<file path="config.mk">
export PLATFORM = sky130hd
export DESIGN_NAME = palette_lookup_arbiter
export DESIGN_NICKNAME = d
export VERILOG_FILES = /design/src/rtl/palette_lookup_arbiter.sv
export SDC_FILE = /design/constraint.sdc
export NUM_CORES = 2
export LEC_CHECK = 0
export BUFFER_PORTS_ARGS = -buffer_cell sky130_fd_sc_hd__buf_4
export CORE_MARGIN = 5
export CORE_UTILIZATION = 50
export CTS_CLUSTER_DIAMETER = 200
export DETAILED_ROUTE_END_ITERATION = 16
export GPL_TIMING_DRIVEN = 1
export HOLD_SLACK_MARGIN = 0.03
export PLACE_DENSITY = 0.66
export SYNTH_ARGS = -nofsm -noshare
export SYNTH_HDL_FRONTEND = slang
export SYNTH_SLANG_ARGS = --single-unit
</file>
<file path="constraint.sdc">
create_clock -name i_clk -period 2.5 [get_ports i_clk]
set_input_delay 0.25 -clock i_clk [delete_from_list [all_inputs] [get_ports i_clk]]
set_output_delay 0.25 -clock i_clk [all_outputs]
set_load 0.1 [all_outputs]
</file>
<file path="src/rtl/palette_lookup_arbiter.sv">
// Shared sprite palette store with round-robin colour lookup arbitration.
// Lookups and runtime palette writes share one slot per cycle; writes are
// preferred but limited to short bursts while lookups are waiting. Each
// granted lookup returns its RGB colour and transparency flag two edges later.
module palette_lookup_arbiter #(
    parameter int NUM_REQ      = 4,
    parameter int NUM_PAL      = 4,
    parameter int PAL_W        = 2,
    parameter int WR_BURST_MAX = 4
) (
    input  logic                         i_clk,
    input  logic                         i_rst_n,
    input  logic [NUM_REQ-1:0]           i_req,
    input  logic [NUM_REQ*PAL_W-1:0]     i_req_pal,
    input  logic [NUM_REQ*4-1:0]         i_req_idx,
    output logic [NUM_REQ-1:0]           o_gnt,
    input  logic                         i_wr_en,
    input  logic [PAL_W-1:0]             i_wr_pal,
    input  logic [3:0]                   i_wr_idx,
    input  logic [23:0]                  i_wr_color,
    output logic                         o_wr_ready,
    output logic                         o_rsp_valid,
    output logic [$clog2(NUM_REQ)-1:0]   o_rsp_id,
    output logic [23:0]                  o_rsp_color,
    output logic                         o_rsp_transparent
);

    localparam int ID_W    = $clog2(NUM_REQ);
    localparam int AW      = PAL_W + 4;
    localparam int ENTRIES = NUM_PAL * 16;
    localparam int CNT_W   = $clog2(WR_BURST_MAX + 1);
    localparam logic [CNT_W-1:0] BURST_LIM = CNT_W'(WR_BURST_MAX);

    // Burst counter increment that sticks at the burst limit.
    function automatic logic [CNT_W-1:0] sat_inc(input logic [CNT_W-1:0] v);
        return (v >= BURST_LIM) ? BURST_LIM : v + 1'b1;
    endfunction

    logic                 any_req_p0;
    logic                 wr_slot_p0;
    logic                 gnt_any_p0;
    logic                 lookup_go_p0;
    logic [ID_W-1:0]      gnt_id_p0;
    logic [PAL_W-1:0]     pal_p0;
    logic [3:0]           idx_p0;
    logic [AW-1:0]        wr_addr_p0;

    logic [ID_W-1:0]      rr_ptr;
    logic [CNT_W-1:0]     burst_cnt;

    logic                 vld_p1;
    logic [ID_W-1:0]      id_p1;
    logic [PAL_W-1:0]     pal_p1;
    logic [3:0]           idx_p1;

    logic [23:0]          pal_mem [ENTRIES];

    // ---- stage 0: slot choice and round-robin grant ----
    // Pick write vs lookup slot, then search requesters starting after the pointer.
    always_comb begin
        logic [ID_W-1:0] cand;
        cand         = '0;
        any_req_p0   = |i_req;
        wr_slot_p0   = i_wr_en && (!any_req_p0 || (burst_cnt < BURST_LIM));
        gnt_any_p0   = 1'b0;
        gnt_id_p0    = '0;
        for (int i = 1; i <= NUM_REQ; i++) begin
            cand = ID_W'((int'(rr_ptr) + i) % NUM_REQ);
            if (!gnt_any_p0 && i_req[cand]) begin
                gnt_any_p0 = 1'b1;
                gnt_id_p0  = cand;
            end
        end
        lookup_go_p0 = gnt_any_p0 && !wr_slot_p0;
        o_gnt        = lookup_go_p0 ? (NUM_REQ'(1) << gnt_id_p0) : '0;
        o_wr_ready   = wr_slot_p0;
        pal_p0       = i_req_pal[int'(gnt_id_p0)*PAL_W +: PAL_W];
        idx_p0       = i_req_idx[int'(gnt_id_p0)*4 +: 4];
        wr_addr_p0   = {i_wr_pal, i_wr_idx};
    end

    // Round-robin pointer follows the last granted requester; burst counter limits write runs.
    always_ff @(posedge i_clk or negedge i_rst_n) begin
        if (!i_rst_n) begin
            rr_ptr    <= ID_W'(NUM_REQ - 1);
            burst_cnt <= '0;
        end else begin
            if (lookup_go_p0)
                rr_ptr <= gnt_id_p0;
            if (wr_slot_p0 && any_req_p0)
                burst_cnt <= sat_inc(burst_cnt);
            else if (lookup_go_p0 || !any_req_p0)
                burst_cnt <= '0;
        end
    end

    // Palette storage; a committed write lands on the same edge the slot is taken.
    always_ff @(posedge i_clk or negedge i_rst_n) begin
        if (!i_rst_n) begin
            for (int e = 0; e < ENTRIES; e++)
                pal_mem[e] <= '0;
        end else if (wr_slot_p0) begin
            pal_mem[wr_addr_p0] <= i_wr_color;
        end
    end

    // ---- stage 1: capture granted lookup ----
    // Valid bit is reset so in-flight lookups vanish on reset.
    always_ff @(posedge i_clk or negedge i_rst_n) begin
        if (!i_rst_n)
            vld_p1 <= 1'b0;
        else
            vld_p1 <= lookup_go_p0;
    end

    // Lookup payload only needs to be meaningful while vld_p1 is set.
    always_ff @(posedge i_clk) begin
        if (lookup_go_p0) begin
            id_p1  <= gnt_id_p0;
            pal_p1 <= pal_p0;
            idx_p1 <= idx_p0;
        end
    end

    // ---- stage 2: palette read and response register ----
    // Reads the pre-write contents so a same-edge write is not forwarded.
    always_ff @(posedge i_clk or negedge i_rst_n) begin
        if (!i_rst_n) begin
            o_rsp_valid       <= 1'b0;
            o_rsp_id          <= '0;
            o_rsp_color       <= '0;
            o_rsp_transparent <= 1'b0;
        end else begin
            o_rsp_valid <= vld_p1;
            if (vld_p1) begin
                o_rsp_id          <= id_p1;
                o_rsp_transparent <= (idx_p1 == 4'd0);
                o_rsp_color       <= (idx_p1 == 4'd0) ? 24'h000000 : pal_mem[{pal_p1, idx_p1}];
            end
        end
    end

endmodule

</file>
---- Yosys cells after proc, flatten, opt, wreduce, memory -nomap -nowiden ----
Cells that the tools add are included.
Widths: inputs -> output; s select.
operators by class
  equality and inequality tests ........... 0
  $mul .................................... 0
  reduce and logical (&&, ||, !) cells .... 17
  div/mod/pow operators ................... 0
  order comparisons ....................... 9
  add/sub/neg operators ................... 5
  bitwise operators ....................... 2
  shifts and indexed selects .............. 3
  mux-type cells .......................... 27
operator list
  cell                 count
  $bwmux 1536          1
  $bmux 24 s6          1
  $demux 24 s6         1
  $mux 24              4
  $shiftx 16x5->4      1
  $ge 7x7->1 const B   2
  $not 6->7            2
  $lt 2x3->1 const B   4
  $mux 3               3
  $bmux 1 s2           4
  $mux 1               8
  $mux 2               4
  $shiftx 8x4->2       1
  $logic_and 1x1->1    7
  $lt 7x1->1 const B   1
  $logic_not 1->1      5
  $add 2x1->2 const B  2
  $add 2x2->2 const B  2
  $logic_not 4->1      1
  $mux 4               1
  $reduce_or 4->1      1
  $shl 1x2->4 const A  1
  $add 3x1->3 const B  1
  $ge 3x3->1 const B   1
  other kinds (3)      4
storage, ports and cells
  bits in writable memories ............... 0
  word-level logic and storage cells ...... 137
  register bits ........................... 1,578
  latch bits .............................. 0
  output and inout bits ................... 33
  memory bits (read-only) ................. 0
  memories kept ........................... 0

---- Depth between registers and ports, before layout ----
  depth in word-level cells ............... 17
  depth in mapped cells ................... 10
  mapped depth without buffers ............ 6

---- Worst setup path before layout ----
No wires, ideal clock.
  path type ............................... register to output
  from .................................... reg burst_cnt[2]
  to ...................................... out o_gnt[1]
  required time ........................... 2,250 ps
  buffers on the path ..................... 1
  arrival ................................. 3,540 ps
  path slack .............................. -1,290 ps
  stages on the path, launching flop included .. 6
  cells stage by stage .................... dfrtp_1 > inv_1 > o21ai_2 > clkbuf_1 > inv_1 > nor3_1
on the way
  word-level cells in the longest chain between the ends .. 6
RTL lines
  element                   line  RTL
  start: declaration        49    logic [CNT_W-1:0] burst_cnt;
  start signal: assignment  91    burst_cnt <= sat_inc(burst_cnt);
  $lt 3x3->1                64    wr_slot_p0 = i_wr_en && (!any_req_p0 || (burst_cnt < BURST_LIM));
  $logic_or 1x1->1          64
  $logic_and 1x1->1         64
  net o_wr_ready            21    output logic o_wr_ready,
  $logic_not 1->1           74    lookup_go_p0 = gnt_any_p0 && !wr_slot_p0;
  $logic_and 1x1->1         74
  $mux 4                    75    o_gnt = lookup_go_p0 ? (NUM_REQ'(1) << gnt_id_p0) : '0;
  end: declaration          16    output logic [NUM_REQ-1:0] o_gnt,
The timed path passes the listed nets, and every way through them passes these cells.

---- Worst setup path in the final report ----
  from .................................... reg rr_ptr[1]
  to ...................................... out o_gnt[1]
on the way
  word-level cells in the longest chain between the ends .. 15
RTL lines
  element                                           line    RTL
  start: declaration                                48      logic [ID_W-1:0] rr_ptr;
  start signal: assignment                          85      rr_ptr <= ID_W'(NUM_REQ - 1);
  start signal: assignment                          89      rr_ptr <= gnt_id_p0;
  $add 2x1->2                                       68      cand = ID_W'((int'(rr_ptr) + i) % NUM_REQ);
  $bmux 1 s2                                        69      if (!gnt_any_p0 && i_req[cand]) begin
  $mux 1 (implied by the code)                      69
  $mux 1                                            69
  $logic_not 1->1                                   69
  $logic_and 1x1->1                                 69
  $mux 1                                            69
  $logic_not 1->1                                   69
  $logic_and 1x1->1                                 69
  $mux 1                                            69
  $logic_not 1->1                                   69
  $logic_and 1x1->1                                 69
  $mux 2 or $mux 1 (tied branches)                  69
  $shl 1x2->4 or $logic_and 1x1->1 (tied branches)  75, 74
  $mux 4 *                                          75
Every way passes the cells marked *; elsewhere a longest branch is shown, timed or not. The select of a mux whose other input is x is not followed.

==> impl_metrics.env <==
export IMPL_outcome="finished with violations"
export IMPL_violations="setup timing"
export IMPL_holdPathEnd="pal_mem[1097]"
export IMPL_dp_hpwl_um=126200
export IMPL_max_stage_delay_ns=0.56
export IMPL_end_kind="output pin"
export IMPL_avgSynthCellArea_um2=15.63
export IMPL_floorplan_die_height_um=387.6
export IMPL_avgRoutedWirePerCell_um=30.34
export IMPL_cts_max_path_buffers=3
export IMPL_ys_seq_area_frac=0.5546
export IMPL_drtIter0Drc=3382
export IMPL_yosysWarnings=0
export IMPL_p_leak_nw=39.56
export IMPL_initial_core_util=0.5034
export IMPL_fin_nets=4935
export IMPL_final_cells=6906
export IMPL_slowest_stage="dfstp_2"
export IMPL_start_kind="flop"
export IMPL_layout_commonest_cell="dfrtp_1"
export IMPL_synth_top_area_cell="dfrtp_1"
export IMPL_clock_latency_ns=0.81
export IMPL_final_max_slew_viol_count=0
export IMPL_layout_area_seq_um2=39530
export IMPL_yosysTopAreaCellShare=0.5505
export IMPL_ys_top_cells_by_area="dfrtp_1, mux2_2, mux4_2"
export IMPL_rsz0062_at_grt="yes"
export IMPL_p_per_area_nw_per_um2=852.3
export IMPL_final_setup_skew_ns=0.03281
export IMPL_total_power_mw=71.95
export IMPL_coreArea_um2=141600
export IMPL_r2r_start="idx_p1[0]"
export IMPL_clock_sinks=1578
export IMPL_vias_per_cell=6.243
export IMPL_hp_start="i_wr_pal[0]"
export IMPL_grt_pass1_wl_um=310200
export IMPL_ys_async_sr_fraction=0.9949
export IMPL_grt_use_total=0.2779
export IMPL_fin_hold_ws_ns=0.08692
export IMPL_r2r_slack_ns=-0.04
export IMPL_grt_max_degree=115
export IMPL_synth_distinct_cells=61
export IMPL_drc_errors=0
export IMPL_min_path_type="in -> reg"
export IMPL_peakVddDrop_uv=935.9
export IMPL_final_cell_mix="dfrtp_1, mux2_2, buf_4"
export IMPL_worst_ep_arrival_time_ns=2.34
export IMPL_worstPathCellList="buf_6, nand2_4, a21oi_2, nor3_2, or2_4, nor3_4, buf_12"
export IMPL_first_pass_iters=6
export IMPL_ios=94
export IMPL_setup_violations_final=16
export IMPL_post_route_period_util=1.034
export IMPL_cts_root_buf="clkbuf_16"
export IMPL_timing_max_cap_violations=0
export IMPL_place_gp_congestion=0.8451
export IMPL_clk_pin_slew_ns=0.06
export IMPL_wirelength_um=209600
export IMPL_worst_pin_slew_ns=0.9714
export IMPL_cts_buffers_inserted=167
export IMPL_hold_viol=0
export IMPL_final_antenna_net_count=0
export IMPL_r2r_end="o_rsp_color[14]"
export IMPL_min_period_ns=2.586
export IMPL_port_buffers=93
export IMPL_grt_pass1_vias=44680
export IMPL_fillers=10850
export IMPL_fmax_mhz=386.7
export IMPL_crit_fanout=3
export IMPL_rr_worst_depth=11
export IMPL_h_tree_depth=4
export IMPL_worstSetupPathType="reg -> out"
export IMPL_cts_tree="yes"
export IMPL_die_area_um2=150200
export IMPL_synthFlopType="dfrtp_1"
export IMPL_cp_required_ns=2.25
export IMPL_grt_ovfl_total=0
export IMPL_antenna_found_initial=13
export IMPL_synth_edff_count=8
export IMPL_min_path_cells=4
export IMPL_die_w_um=387.6
export IMPL_drive_gt1_frac=0.5721
export IMPL_dp_cells=6486
export IMPL_area_delta_synth_final_pct=18.45
export IMPL_vias=43110
export IMPL_postLayoutCoreUtil=0.5963
export IMPL_fin_ws_ns=-0.08624
export IMPL_multi_input_area_um2=30300
export IMPL_rows=138
export IMPL_syn_num_nets=4624
export IMPL_synthCells=4561
export IMPL_synthesis_area_um2=71280
export IMPL_maxSlewHeadroom=0.3524
export IMPL_ys_ff_latch=1578
synthesized netlist by cell type, drive strengths merged, types with 12 or more instances:
cell,instances
nand3,15
clkbuf,215
a22o,12
nor3,19
mux2,1548
mux2i,83
nor2,66
a22oi,40
nor2b,14
a221oi,16
o22ai,64
inv,18
buf,237
dfrtp,1568
nand2b,12
mux4,369
nand2,91
o21ai,44
cells by family after synthesis:
| group | count (synthesis) | share of synthesized area |
|---|---|---|
| fa+ha+maj | 2 | 0.0003510 |
| compound gates | 253 | 0.02487 |
| simple gates | 258 | 0.01799 |
| buf+inv | 470 | 0.02938 |
| mux | 2000 | 0.3728 |
| flops | 1578 | 0.5546 |
area by class of cell:
class | instances | area share
multi-input cells | 2513 | 0.3589
inverters | 18 | 0.0008447
repair buffers | 594 | 0.07883
clock inverters | 39 | 0.006047
clock buffers | 257 | 0.05863
flip-flops and latches | 1578 | 0.4682
diodes | 17 | 0.0005039
well taps | 1890 | 0.02801
per-layer routing:
metal,up-vias,part of all wire,track usage
li1,17700,-,-
met1,23730,0.44,0.4074
met2,1390,0.47,0.4322
met3,292,0.064,0.05093
met4,0,0.026,0.07479
met5,-,0,0
state kept, by name (all words and copies together) (netlist names):
register           flops
burst_cnt              3
id_p1                  2
idx_p1                 4
o_rsp_color           24
o_rsp_id               2
o_rsp_transparent      1
o_rsp_valid            1
pal_mem             1536
pal_p1                 2
rr_ptr                 2
vld_p1                 1
where the power goes:
group          internal, mW  switching, mW  total, mW
sequential             29.0           1.93       30.9
clock                  14.4           10.4       24.8
combinational          8.02           8.23       16.3
total                  51.4           20.6       72.0
how the worst max path moves through the flow:
stage                     cells past startpoint    startpoint               to
after CTS                                     6     rr_ptr[1]         o_gnt[2]
after detailed placement                      9     idx_p1[0]  o_rsp_color[18]
after global placement                        8     idx_p1[0]   o_rsp_color[6]
after floorplan                               7  burst_cnt[2]         o_gnt[0]
after global routing                          6     rr_ptr[1]         o_gnt[2]
final                                         7     rr_ptr[1]         o_gnt[1]
critical path: cells and delay by family (launching register included):
kind | cells | cell delay (ns)
DFF | 1 | 0.56
and+or+nand+nor | 4 | 0.51
buffers and inverters | 2 | 0.31
AOI/OAI and AO/OA | 1 | 0.15
per-stage QoR:
stage | TNS, ns | cell area [um^2] | setup slack [ns]
4_1_cts | -0.6585 | 83470 | -0.1492
5_1_grt | -1.568 | 84390 | -0.1869
3_5_place_dp | -1.496 | 76940 | -0.2438
2_1_floorplan | -0.1027 | 71340 | -0.05181
3_3_place_gp | -1.558 | 76940 | -0.2303
6_report | -0.5603 | 84430 | -0.08624
what timing repair did:
item	4_1_cts	5_1_grt
gates resized for setup	96	99
pin swaps	9	18
setup endpoints to repair	25	27
setup buffers	21	48
endpoints found under the hold margin	1481	0
gates cloned	5	6
hold buffers	34	0
Power figures use the tool's default switching activity.
